### src/rtl/pipelined_rca_pkg.sv
// pipelined_rca_pkg: shared slice sizing and per-stage control record
package pipelined_rca_pkg;
  typedef struct packed {
    logic vld;
    logic carry;
  } stage_ctl_t;
  function automatic int chunk_width(input int word_width, input int stage_count);
    return word_width / stage_count;
  endfunction
endpackage

### src/rtl/RCA_M.sv
// RCA_M: combinational ripple-carry adder slice
module RCA_M #(
  parameter int word_width = 8
) (
  input  logic [word_width-1:0] a,
  input  logic [word_width-1:0] b,
  input  logic                  c_in,
  output logic [word_width-1:0] s,
  output logic                  c_out
);
  assign {c_out, s} = {1'b0, a} + {1'b0, b} + (word_width + 1)'(c_in);
endmodule

### src/rtl/pipelined_rca_stage.sv
// pipelined_rca_stage: one registered adder slice with elastic valid/ready (OVF under PIPELINED_RCA_OVF_EN)
module pipelined_rca_stage import pipelined_rca_pkg::*; #(
  parameter int word_width  = 32,
  parameter int stage_count = 4,
  parameter int idx         = 0
) (
  input  logic                  clk,
  input  logic                  rst,
  input  stage_ctl_t            up_ctl,
  input  logic [word_width-1:0] up_a,
  input  logic [word_width-1:0] up_b,
  input  logic [word_width-1:0] up_r,
  input  logic                  dn_rdy,
  output stage_ctl_t            ctl,
  output logic [word_width-1:0] a,
  output logic [word_width-1:0] b,
  output logic [word_width-1:0] r,
  output logic                  rdy
`ifdef PIPELINED_RCA_OVF_EN
  ,
  output logic                  ovf
`endif
);
  localparam int cw = chunk_width(word_width, stage_count);
  logic [cw-1:0] s;
  logic co;
  logic [word_width-1:0] r_n;
  logic unused_ok;
  RCA_M #(.word_width(cw)) u_rca (
    .a(up_a[idx*cw +: cw]),
    .b(up_b[idx*cw +: cw]),
    .c_in(up_ctl.carry),
    .s(s),
    .c_out(co)
  );
  assign rdy = !ctl.vld | dn_rdy;
  assign unused_ok = ^up_r[idx*cw +: cw];
  // splice this slice's sum into the partially completed result word
  always_comb begin
    r_n = up_r;
    r_n[idx*cw +: cw] = s;
  end
  // advance when downstream frees this slot; data only loads with a real op so stalls stay bit-stable
  always_ff @(posedge clk) begin
    if (rst) begin
      ctl <= '0;
      a   <= '0;
      b   <= '0;
      r   <= '0;
    end else begin
      if (rdy) ctl.vld <= up_ctl.vld;
      if (rdy & up_ctl.vld) begin
        ctl.carry <= co;
        a         <= up_a;
        b         <= up_b;
        r         <= r_n;
      end
    end
  end
`ifdef PIPELINED_RCA_OVF_EN
  // signed overflow: carry into the slice top bit xor carry out of it
  always_ff @(posedge clk) begin
    if (rst) ovf <= 1'b0;
    else if (rdy & up_ctl.vld) ovf <= up_a[idx*cw+cw-1] ^ up_b[idx*cw+cw-1] ^ s[cw-1] ^ co;
  end
`endif
endmodule

### src/rtl/pipelined_rca.sv
// pipelined_rca: stage_count-deep pipelined add/sub with full backpressure (OVF under PIPELINED_RCA_OVF_EN)
module pipelined_rca import pipelined_rca_pkg::*; #(
  parameter int word_width  = 32,
  parameter int stage_count = 4
) (
  input  logic                  CLK,
  input  logic                  RST,
  input  logic                  IN_VALID,
  output logic                  IN_READY,
  input  logic [word_width-1:0] A,
  input  logic [word_width-1:0] B,
  input  logic                  C_IN,
  input  logic                  SUB,
  output logic                  OUT_VALID,
  input  logic                  OUT_READY,
  output logic [word_width-1:0] R,
  output logic                  C_OUT
`ifdef PIPELINED_RCA_OVF_EN
  ,
  output logic                  OVF
`endif
);
  if (word_width % stage_count != 0) begin : g_chk
    $error("pipelined_rca: word_width must be a multiple of stage_count");
  end
  stage_ctl_t ctl [stage_count+1];
  logic [word_width-1:0] a_s [stage_count+1];
  logic [word_width-1:0] b_s [stage_count+1];
  logic [word_width-1:0] r_s [stage_count+1];
  logic rdy [stage_count+1];
  logic unused_ok;
`ifdef PIPELINED_RCA_OVF_EN
  logic [stage_count-1:0] ovf_s;
  logic unused_ovf;
  assign OVF = ovf_s[stage_count-1];
  assign unused_ovf = ^ovf_s;
`endif
  assign ctl[0] = '{vld: IN_VALID, carry: SUB | C_IN};
  assign a_s[0] = A;
  assign b_s[0] = B ^ {word_width{SUB}};
  assign r_s[0] = '0;
  assign rdy[stage_count] = OUT_READY;
  genvar i;
  for (i = 0; i < stage_count; i++) begin : g_stage
    pipelined_rca_stage #(.word_width(word_width), .stage_count(stage_count), .idx(i)) u_stage (
      .clk(CLK),
      .rst(RST),
      .up_ctl(ctl[i]),
      .up_a(a_s[i]),
      .up_b(b_s[i]),
      .up_r(r_s[i]),
      .dn_rdy(rdy[i+1]),
      .ctl(ctl[i+1]),
      .a(a_s[i+1]),
      .b(b_s[i+1]),
      .r(r_s[i+1]),
      .rdy(rdy[i])
`ifdef PIPELINED_RCA_OVF_EN
      ,
      .ovf(ovf_s[i])
`endif
    );
  end
  assign IN_READY  = rdy[0];
  assign OUT_VALID = ctl[stage_count].vld;
  assign C_OUT     = ctl[stage_count].carry;
  assign R         = r_s[stage_count];
  assign unused_ok = ^{a_s[stage_count], b_s[stage_count]};
endmodule

### config.mk
export PLATFORM = sky130hd
export DESIGN_NAME = pipelined_rca
export DESIGN_NICKNAME = d
export VERILOG_FILES = /design/src/rtl/pipelined_rca_pkg.sv /design/src/rtl/RCA_M.sv /design/src/rtl/pipelined_rca_stage.sv /design/src/rtl/pipelined_rca.sv
export SDC_FILE = /design/constraint.sdc
export NUM_CORES = 1
export LEC_CHECK = 0
export CAP_MARGIN = 15
export CELL_PAD_IN_SITES_DETAIL_PLACEMENT = 1
export CELL_PAD_IN_SITES_GLOBAL_PLACEMENT = 2
export CORE_ASPECT_RATIO = 0.7
export CORE_UTILIZATION = 30
export CTS_BUF_LIST = sky130_fd_sc_hd__clkbuf_16
export DETAILED_ROUTE_END_ITERATION = 8
export HOLD_SLACK_MARGIN = 0.05
export PLACE_DENSITY_LB_ADDON = 0.12
export REMOVE_ABC_BUFFERS = 1
export SLEW_MARGIN = 10
export SYNTH_ARGS = -nofsm -noshare
export SYNTH_HDL_FRONTEND = slang
export SYNTH_SLANG_ARGS = --single-unit
### constraint.sdc
create_clock -name CLK -period 2.6 [get_ports CLK]
set_input_delay 0.26 -clock CLK [delete_from_list [all_inputs] [get_ports CLK]]
set_output_delay 0.26 -clock CLK [all_outputs]
set_load 0.05 [all_outputs]
==> results of run 1 <==
synth_stat cells (4+ instances only):
cell      count
o211ai_1      8
inv_1         8
a211o_1      10
buf_6         8
o21bai_1      5
xnor2_1      28
clkbuf_1     30
fa_1          8
nand4_1       8
dfxtp_1     184
a2111o_1      4
nand3_1      14
buf_2        20
a211oi_2     25
nor4_1        6
a21oi_1     147
nand2_1     272
or2_2         5
buf_4         4
a21o_1        8
ha_1         28
buf_1         4
o21ai_0      15
xor2_1        8
nor2_1       52
or3_1         4
nand2b_1      4
nor3_1        8
a211oi_1     12
final timing paths:
| kind | end | slack [ps] |
|---|---|---|
| worst min register to register | g_stage[2].u_stage.r[12]$_SDFFE_PP0P_ | 450 |
| worst min-delay path | g_stage[0].u_stage.a[16]$_SDFFE_PP0P_ | 210 |
| worst max register to register | g_stage[1].u_stage.r[14]$_SDFFE_PP0P_ | 260 |
| worst max-delay path | g_stage[0].u_stage.r[6]$_SDFFE_PP0P_ | 180 |
sequential cells by signal (all words and copies together) (netlist names):
name	flops
g_stage.u_stage.a	48
g_stage.u_stage.b	48
g_stage.u_stage.ctl	8
g_stage.u_stage.r	80
area by class of cell:
| class | instances | area, um2 | share of cell area, % |
|---|---|---|---|
| multi-input combinational | 718 | 4212 | 40.97 |
| tap | 364 | 455.4 | 4.431 |
| sequential | 184 | 3684 | 35.84 |
| clock inverter | 15 | 151.4 | 1.473 |
| timing repair buffer | 135 | 1318 | 12.82 |
| inverter | 9 | 33.78 | 0.3287 |
| clock buffer | 17 | 425.4 | 4.139 |
worst max-delay path, cell delays in order:
cell and delay, ps:
clkdlybuf4s50_1 390, or2_2 280, fa_1 420, fa_1 420, a211oi_1 280, o21ai_0 250, a2111o_1 410, nand3_1 80
stage by stage:
| stage | power [uW] | instance area (um2) | hold WS [ps] | utilization [%] |
|---|---|---|---|---|
| finish | 6321 | 10280 | 208.0 | 38.30 |
| global route | 6629 | 10280 | 207.0 | 38.30 |
| CTS | 6422 | 10270 | 194.0 | 38.28 |
| detailed placement | 3795 | 9696 | 444.3 | 36.13 |
| global placement | 3792 | 9696 | 441.0 | 36.13 |
| floorplan | 3424 | 7879 | 324.6 | - |
timing repair:
action | in CTS | in global routing
hold endpoints to repair | 0 | 0
resized for setup | 0 | 2
endpoints found under the setup margin | 0 | 1
power groups by stage:
stage	Clock, uW	Combinational (uW)	Sequential [uW]
global placement	0	750	3040
finish	2600	746	2980
floorplan	0	392	3030
detailed placement	0	752	3040
CTS	2680	759	2980
global route	2810	829	2990
cells by family after synthesis:
family / count (synthesis) / share of synthesized area (%)
xor gates and xnor gates: 36 / 3.833
buffers and inverters: 75 / 4.639
muxes: 1 / 0.1217
AOI/OAI and AO/OA: 261 / 21.20
adders and majority gates: 36 / 6.205
and+or+nand+nor: 384 / 19.22
DFF: 184 / 44.78
layer usage:
| layer | global-route usage, % | routed length, um | up-vias |
|---|---|---|---|
| met3 | 3.467 | 811 | 15 |
| met5 | 0 | 0 | - |
| met4 | 3.736 | 184 | 0 |
| met2 | 25.93 | 9959 | 71 |
| met1 | 25.09 | 12110 | 3335 |
| li1 | - | - | 3512 |
==> results.toml, run 1 <==
[floorplanning]
die_h_um = 140.6
io_pins = 105
die_x_um = 199.9
coreArea_mm2 = 0.02684
dieArea_mm2 = 0.02810
rows = 50
initial_core_util_pct = 30.65

[place]
hpwl_mm = 15.66
portBuffers = 104
pre_cts_ws_ps = -242.7
post-place-cells = 1410
finalWeightedCongestion = 0.7057

[timing]
final_hold_viol_count = 0
slew_headroom_pct = 55.42
setup_tns_ps = 0
layout_min_cycle_time_ps = 2421
rsz0062_at_grt = "false"
timing.final.ws_setup_ps = 179.4
slew_violations = 0
worst_pin_slew_ps = 668.6
finalSetupViolations = 0
fin_crit_sh_pct = 93.10
max_freq_mhz = 413.1
fin_skew_ps = 11.07

[clock_network]
cts_setup_buffers = 0
clock_sinks = 184
h-tree-depth = 4
cts_tree = "built"
cts_buffer_depth = 2
clkSlewWorstSetupHoldPaths_ps = 70
cts_root_buf = "clkbuf_16"
cts_buffers = 17
ctsHoldBuffers = 0
clk_latency_ps = 440

[setup_path]
crit_arrival_ps = 2800
crit_start = "C_IN"
endpoint_kind = "flip-flop"
reg2regPathDepth = 6
rr_startpoint = "g_stage[0].u_stage.a[8]$_SDFFE_PP0P_"
critPathLaunchType = "input pin"
critPathMaxFanout = 3
worstSetupPathType = "in2reg"
worstPathRequired_ps = 2980

[power]
power_frac_seq_pct = 47.1
irDropWorstVdd_mv = 0.3620
power.share.combinational_pct = 11.8
clkPwrFrac_pct = 41.1
switching_share_pct = 26.12
p_leak_uw = 0.003696
power.density_mw_per_mm2 = 615.0
p_int_uw = 4670
p_switching_uw = 1651

[hold_path]
hp-start = "RST"
hold_class = "in2reg"
hold_depth = 2

[grt]
grt_max_degree = 60
grt_overflow = 0
grt_pass1_wl_mm = 37.57
grt_pass1_vias = 6914
grt_usage_pct = 17.22
antenna_found_initial = 1

[layout]
syn2layout_area_growth_pct = 24.94
layout_commonest_cell = "nand2_1"
mostFrequentLayoutCells = "nand2_1 (271), dfxtp_1 (184), a21oi_1 (147), clkdlybuf4s50_1 (101), nor2_1 (51)"
drive_gt1_share_pct = 9.647
n_fill_cell = 3188
nNetsFinal = 1171
fin_cells = 1442
diodes = 0

[yosys]
synth_cell_types = 54
ys_ff_latch = 184
synth_top_area_share_pct = 44.78
yosys_warnings = 0
yosysSeqAreaShare_pct = 44.78
ys.flop_type = "dfxtp_1"
async_flop_share_pct = 0
synth_top_area_cell = "dfxtp_1"
synth_area_mm2 = 0.008227
postSynthCellCount = 977
synth.avg_cell_area_um2 = 8.420
synth_area_leaders = "dfxtp_1 (45%), nand2_1 (12%), a21oi_1 (8.9%), ha_1 (4.3%), a211oi_2 (3.8%)"
synth_edf_count = 0

[outcome]
status = "finished, final reports clean"

[job]
drv_cap = 0

[routing]
dr_total_vias = 6933
drt_pass1_iterations = 4
route.detailed.wl_per_inst_um = 16.00
ant_nets = 0
drc = 0
via_per_inst = 4.808
totalWireLength_mm = 23.07
drt_iter0_drc = 300
(Power assumes the default switching activity.)
==> run 2: changes to the inputs <==
ABC_AREA = 1   (was unset)
CORE_UTILIZATION = 29   (was 30)
==> results.toml, run 2 <==
[place]
pre_cts_ws_ps = 83.68
finalWeightedCongestion = 0.7798
portBuffers = 104
hpwl_mm = 14.47

[setup_path]
worstPathRequired_ps = 2340
rr_endpoint = "g_stage[1].u_stage.r[14]$_SDFFE_PP0P_"
reg2regPathDepth = 10
critPathMaxFanout = 5
rr_startpoint = "g_stage[0].u_stage.a[8]$_SDFFE_PP0P_"
rrSetupSlack_ps = 610
endpoint_kind = "primary output"
crit_arrival_ps = 1940
worstSetupPathType = "reg2out"
critPathLaunchType = "flip-flop"

[hold_path]
min_delay_worst_endpoint = "g_stage[0].u_stage.a[20]$_SDFFE_PP0P_"
hp-start = "A[20]"
hold_class = "in2reg"
hold_depth = 3

[timing]
slew_headroom_pct = 43.24
worst_pin_slew_ps = 850.2
final_hold_viol_count = 0
holdWs_ps = 427.4
layout_min_cycle_time_ps = 2204
rsz0062_at_grt = "false"
max_freq_mhz = 453.7
fin_crit_sh_pct = 84.78
finalSetupViolations = 0
timing.final.ws_setup_ps = 395.7
slew_violations = 0
fin_skew_ps = 13.63

[layout]
syn2layout_area_growth_pct = 23.70
diodes = 0
top_regs = "g_stage.u_stage.r: 80 flops, g_stage.u_stage.a: 48 flops, g_stage.u_stage.b: 48 flops"
drive_gt1_share_pct = 5.690
largest_reg_flops = 80
final_util_pct = 36.88
largest-register = "g_stage.u_stage.r"
mostFrequentLayoutCells = "nor2_1 (321), dfxtp_1 (184), o21ai_0 (114), clkdlybuf4s50_1 (103), nand2_1 (94)"
nNetsFinal = 1253
layout_commonest_cell = "nor2_1"

[routing]
dr_total_vias = 6906
drt_iter0_drc = 229
totalWireLength_mm = 22.10
via_per_inst = 4.531
ant_nets = 0
drc = 0
drt_pass1_iterations = 4
route.detailed.wl_per_inst_um = 14.50

[floorplanning]
coreArea_mm2 = 0.02703
dieArea_mm2 = 0.02847
io_pins = 105
initial_core_util_pct = 29.81
rows = 50
die_x_um = 201.2
die_h_um = 141.5

[clock_network]
cts_buffers = 17
clock_sinks = 184
clk_latency_ps = 440
cts-resized-gates = 0
cts_tree = "built"
h-tree-depth = 4
ctsHoldBuffers = 0
cts_setup_buffers = 0
clkSlewWorstSetupHoldPaths_ps = 70
cts_buffer_depth = 2
cts_root_buf = "clkbuf_16"

[grt]
antenna_found_initial = 0
use_met3_pct = 2.825
global_route.usage.met2_pct = 25.08
grt_max_degree = 77
top_usage_layer = "met2"
grt_usage_pct = 16.09
grtUsageMet1_pct = 22.69
grt_overflow = 0
grt_pass1_wl_mm = 35.98
grt_pass1_vias = 6791

[yosys]
synthTopCellsByCount = "nor2_1 (321), dfxtp_1 (184), o21ai_0 (114)"
synth_area_mm2 = 0.008058
synth_edf_count = 0
yosysSeqAreaShare_pct = 45.71
synth_area_leaders = "dfxtp_1 (46%), nor2_1 (15%), o21ai_0 (7.1%), nand2_1 (4.4%), ha_1 (4.3%)"
async_flop_share_pct = 0
ys_ff_latch = 184
synth_top_area_share_pct = 45.71
synth.avg_cell_area_um2 = 7.545
synth_top_area_cell = "dfxtp_1"
yosys_warnings = 0
yosysMostFrequentCell = "nor2_1"
synth_cell_types = 25
postSynthCellCount = 1068
ys.flop_type = "dfxtp_1"

[power]
irDropWorstVdd_mv = 0.3771
p_leak_uw = 0.004316
power.density_mw_per_mm2 = 658.6

[job]
drv_cap = 0

[outcome]
status = "finished, final reports clean"
run 2: cell types whose count changed in the layout (fill, tap and decap cells not counted), moves of 10 or more:
cell and delta:
a211oi_2 -26, nor2_1 +270, o21ai_1 +53, nand2_1 -177
xor2_1 +30, a21oi_1 -104, a211oi_1 -11, inv_1 +49
xnor2_1 -22, buf_4 -16, nand3_1 +21, a211o_1 -10
o21ai_0 +99
run 2: per-stage QoR:
stage	TNS (ps)	std cells	total power (uW)	cell area, um2
floorplan	-12500	1009	3732	7759
global placement	0	1492	4109	9408
detailed placement	0	1492	4122	9408
CTS	0	1524	6673	9967
global route	0	1524	6914	9967
finish	0	1524	6565	9967
run 2: critical path, stage by stage, from the launching register on:
cell and delay, ps:
dfxtp_1 360, inv_1 70, nor2_4 170, nand4_2 170
clkdlybuf4s50_1 740
run 2: how the worst max path moves through the flow:
stage                                                 from                              endpoint  slack [ps]
floorplan           g_stage[3].u_stage.ctl[1]$_SDFFE_PP0P_  g_stage[0].u_stage.r[5]$_SDFFE_PP0P_        -300
global placement                                      C_IN  g_stage[0].u_stage.r[4]$_SDFFE_PP0P_         110
detailed placement                                    C_IN  g_stage[0].u_stage.r[4]$_SDFFE_PP0P_          80
CTS                 g_stage[3].u_stage.ctl[1]$_SDFFE_PP0P_                              IN_READY         400
global route        g_stage[3].u_stage.ctl[1]$_SDFFE_PP0P_                              IN_READY         340
finish              g_stage[3].u_stage.ctl[1]$_SDFFE_PP0P_                              IN_READY         400
run 2: cells by family after synthesis:
| kind of cell | Yosys count | share of synthesized area, % |
|---|---|---|
| DFF | 184 | 45.71 |
| adders and majority gates | 36 | 6.335 |
| buffers and inverters | 122 | 6.646 |
| and+or+nand+nor | 469 | 23.20 |
| AOI/OAI and AO/OA | 213 | 13.32 |
| xor gates and xnor gates | 44 | 4.783 |
run 2: report_power, final:
part	switching (uW)	leakage [uW]	internal (uW)
sequential	88.7	0.00151	2990
clock	1260	0.000263	1260
combinational	563	0.00254	398
total	1910	0.00432	4650
run 2: final cells by class:
cell class / instances / area, um2
tap: 364 / 455.4
timing repair buffer: 119 / 1186
clock buffer: 17 / 425.4
inverter: 63 / 239.0
sequential: 184 / 3684
clock inverter: 15 / 133.9
fill: 3297 / 17060
multi-input combinational: 762 / 3844
run 2: per-layer routing:
| layer | vias to the layer above | wire, um |
|---|---|---|
| met5 | - | 0 |
| met4 | 0 | 230 |
| met3 | 19 | 602 |
| met2 | 79 | 9458 |
| met1 | 3243 | 11810 |
| li1 | 3565 | - |
==> run 3: changes to the inputs <==
CORE_UTILIZATION = 31   (was 29)
clock period = 2.2 ns   (was 2.6 ns; I/O delays follow)
==> results.toml, run 3 (synthesized netlist as in run 2, its figures left out) <==
[clock_network]
cts_root_buf = "clkbuf_16"
cts_tree = "built"
h-tree-depth = 4
ctsHoldBuffers = 0
clk_latency_ps = 440
clock_sinks = 184
cts-resized-gates = 0
cts_setup_buffers = 0
cts_buffer_depth = 2
cts_buffers = 17
clkSlewWorstSetupHoldPaths_ps = 70

[place]
portBuffers = 104
post-place-cells = 1460
placed_area_mm2 = 0.009447
finalWeightedCongestion = 0.7504
hpwl_mm = 14.81

[power]
power.density_mw_per_mm2 = 807.6
p_switching_uw = 2125
finalPower_uw = 8143
power_frac_seq_pct = 44.7
power.share.combinational_pct = 14.1
switching_share_pct = 26.09
irDropWorstVdd_mv = 0.4673
p_leak_uw = 0.004403
p_int_uw = 6018
clkPwrFrac_pct = 41.2

[routing]
totalWireLength_mm = 21.68
wl_met1_mm = 11.60
drt_pass1_iterations = 5
wl_met3_um = 447
route.detailed.wl_per_inst_um = 14.53
route.met2.wl_mm = 9.331
dr.max_layer_used = "met4"
dr_total_vias = 6848
drt_iter0_drc = 232
ant_nets = 0
drc = 0
via_per_inst = 4.590

[setup_path]
endpoint_kind = "flip-flop"
crit_arrival_ps = 2300
critPathMaxFanout = 2
worstPathRequired_ps = 2540
worst_path_max_delay_cell = "fa_1"
worstSetupPathType = "reg2reg"
max_stage_delay_ps = 470
cp_common_cell = "nand2_1"
critPathLaunchType = "flip-flop"
cp_cell_sequence = "fa_1 > fa_1 > nand2_1 > nand2_1 > nand3b_1 > nand2_1 > nand2_1 > nand3_1 > nand2_1 > inv_1"

[timing]
holdWs_ps = 383.6
fin_skew_ps = 8.264
rsz0062_at_grt = "false"
final_hold_viol_count = 0
slew_violations = 0
slew_headroom_pct = 65.87
max_freq_mhz = 510.1
layout_min_cycle_time_ps = 1960
fin_crit_sh_pct = 89.10
finalSetupViolations = 0
worst_pin_slew_ps = 510.3

[layout]
diodes = 0
largest_reg_flops = 80
top_regs = "g_stage.u_stage.r: 80 flops, g_stage.u_stage.a: 48 flops, g_stage.u_stage.b: 48 flops"
syn2layout_area_growth_pct = 25.12
mostFrequentLayoutCells = "nor2_1 (321), dfxtp_1 (184), o21ai_0 (114), clkdlybuf4s50_1 (102), nand2_1 (94)"
largest-register = "g_stage.u_stage.r"
layout_commonest_cell = "nor2_1"
drive_gt1_share_pct = 6.084
fin_cells = 1492
final_area_mm2 = 0.01008
nNetsFinal = 1260

[grt]
grt_overflow = 0
grt_pass1_wl_mm = 35.70
antenna_found_initial = 1
grt_max_degree = 112
grt_pass1_vias = 6970
grt_usage_pct = 17.19

[job]
drv_cap = 0

[hold_path]
hold_class = "in2reg"

[floorplanning]
io_pins = 105
coreArea_mm2 = 0.02510
rows = 48
die_x_um = 194.7
initial_core_util_pct = 32.10
die_h_um = 136.9
dieArea_mm2 = 0.02665

[outcome]
status = "finished, final reports clean"
[run 3: cell count changes in the layout (fill, tap and decap cells not counted)]
cell             before  now
clkinv_2              0    2
inv_8                 3    0
bufinv_16             0    5
clkdlybuf4s50_1     103  102
buf_4                12   17
inv_6                 5    0
inv_1                58   60
clkinv_1              0    1
buf_12                3    6
clkinv_4              3    1
[run 3: final timing paths]
path	startpoint	endpoint	slack [ps]	depth (start not counted)
max	g_stage[0].u_stage.a[8]$_SDFFE_PP0P_	g_stage[1].u_stage.r[14]$_SDFFE_PP0P_	240	10
min	SUB	g_stage[0].u_stage.r[0]$_SDFFE_PP0P_	380	5
max reg2reg	g_stage[0].u_stage.a[8]$_SDFFE_PP0P_	g_stage[1].u_stage.r[14]$_SDFFE_PP0P_	240	10
min reg2reg	g_stage[0].u_stage.r[6]$_SDFFE_PP0P_	g_stage[1].u_stage.r[6]$_SDFFE_PP0P_	460	2
[run 3: per-layer routing]
| layer | global-route usage, % | vias to the layer above |
|---|---|---|
| met4 | 6.217 | 0 |
| met2 | 27.82 | 73 |
| met5 | 0 | - |
| met1 | 23.30 | 3170 |
| li1 | - | 3584 |
| met3 | 2.612 | 21 |
[run 3: final cells by class]
cell class / instances / area (um2)
repair buffers: 126 / 1274
well taps: 325 / 406.6
fillers: 3122 / 15020
flip-flops and latches: 184 / 3684
inverters: 63 / 239.0
multi-input cells: 762 / 3844
clock buffers: 17 / 425.4
clock inverters: 15 / 210.2
[run 3: metrics by stage]
step           util (%)  setup slack (ps)  TNS, ps
3_5_place_dp      37.63            -163.9   -485.6
6_report          40.16             239.7        0
4_1_cts           40.16             236.9        0
2_1_floorplan         -            -698.8   -58050
3_3_place_gp      37.63            -165.5   -457.9
5_1_grt           40.16             53.90        0
[run 3: power groups by stage]
stage / Combinational [uW] / Sequential [uW] / Clock [uW]
after floorplan: 648 / 3760 / 0
after global placement: 1150 / 3710 / 0
after detailed placement: 1160 / 3720 / 0
after CTS: 1170 / 3640 / 3460
after global routing: 1310 / 3670 / 3580
final: 1150 / 3640 / 3350
[run 3: worst max-delay path, delay by kind of cell, from the launching register on]
kind / cells / cell delay [ps]
fa+ha+maj: 2 / 920
simple gates: 7 / 570
flops: 1 / 330
buf+inv: 1 / 30
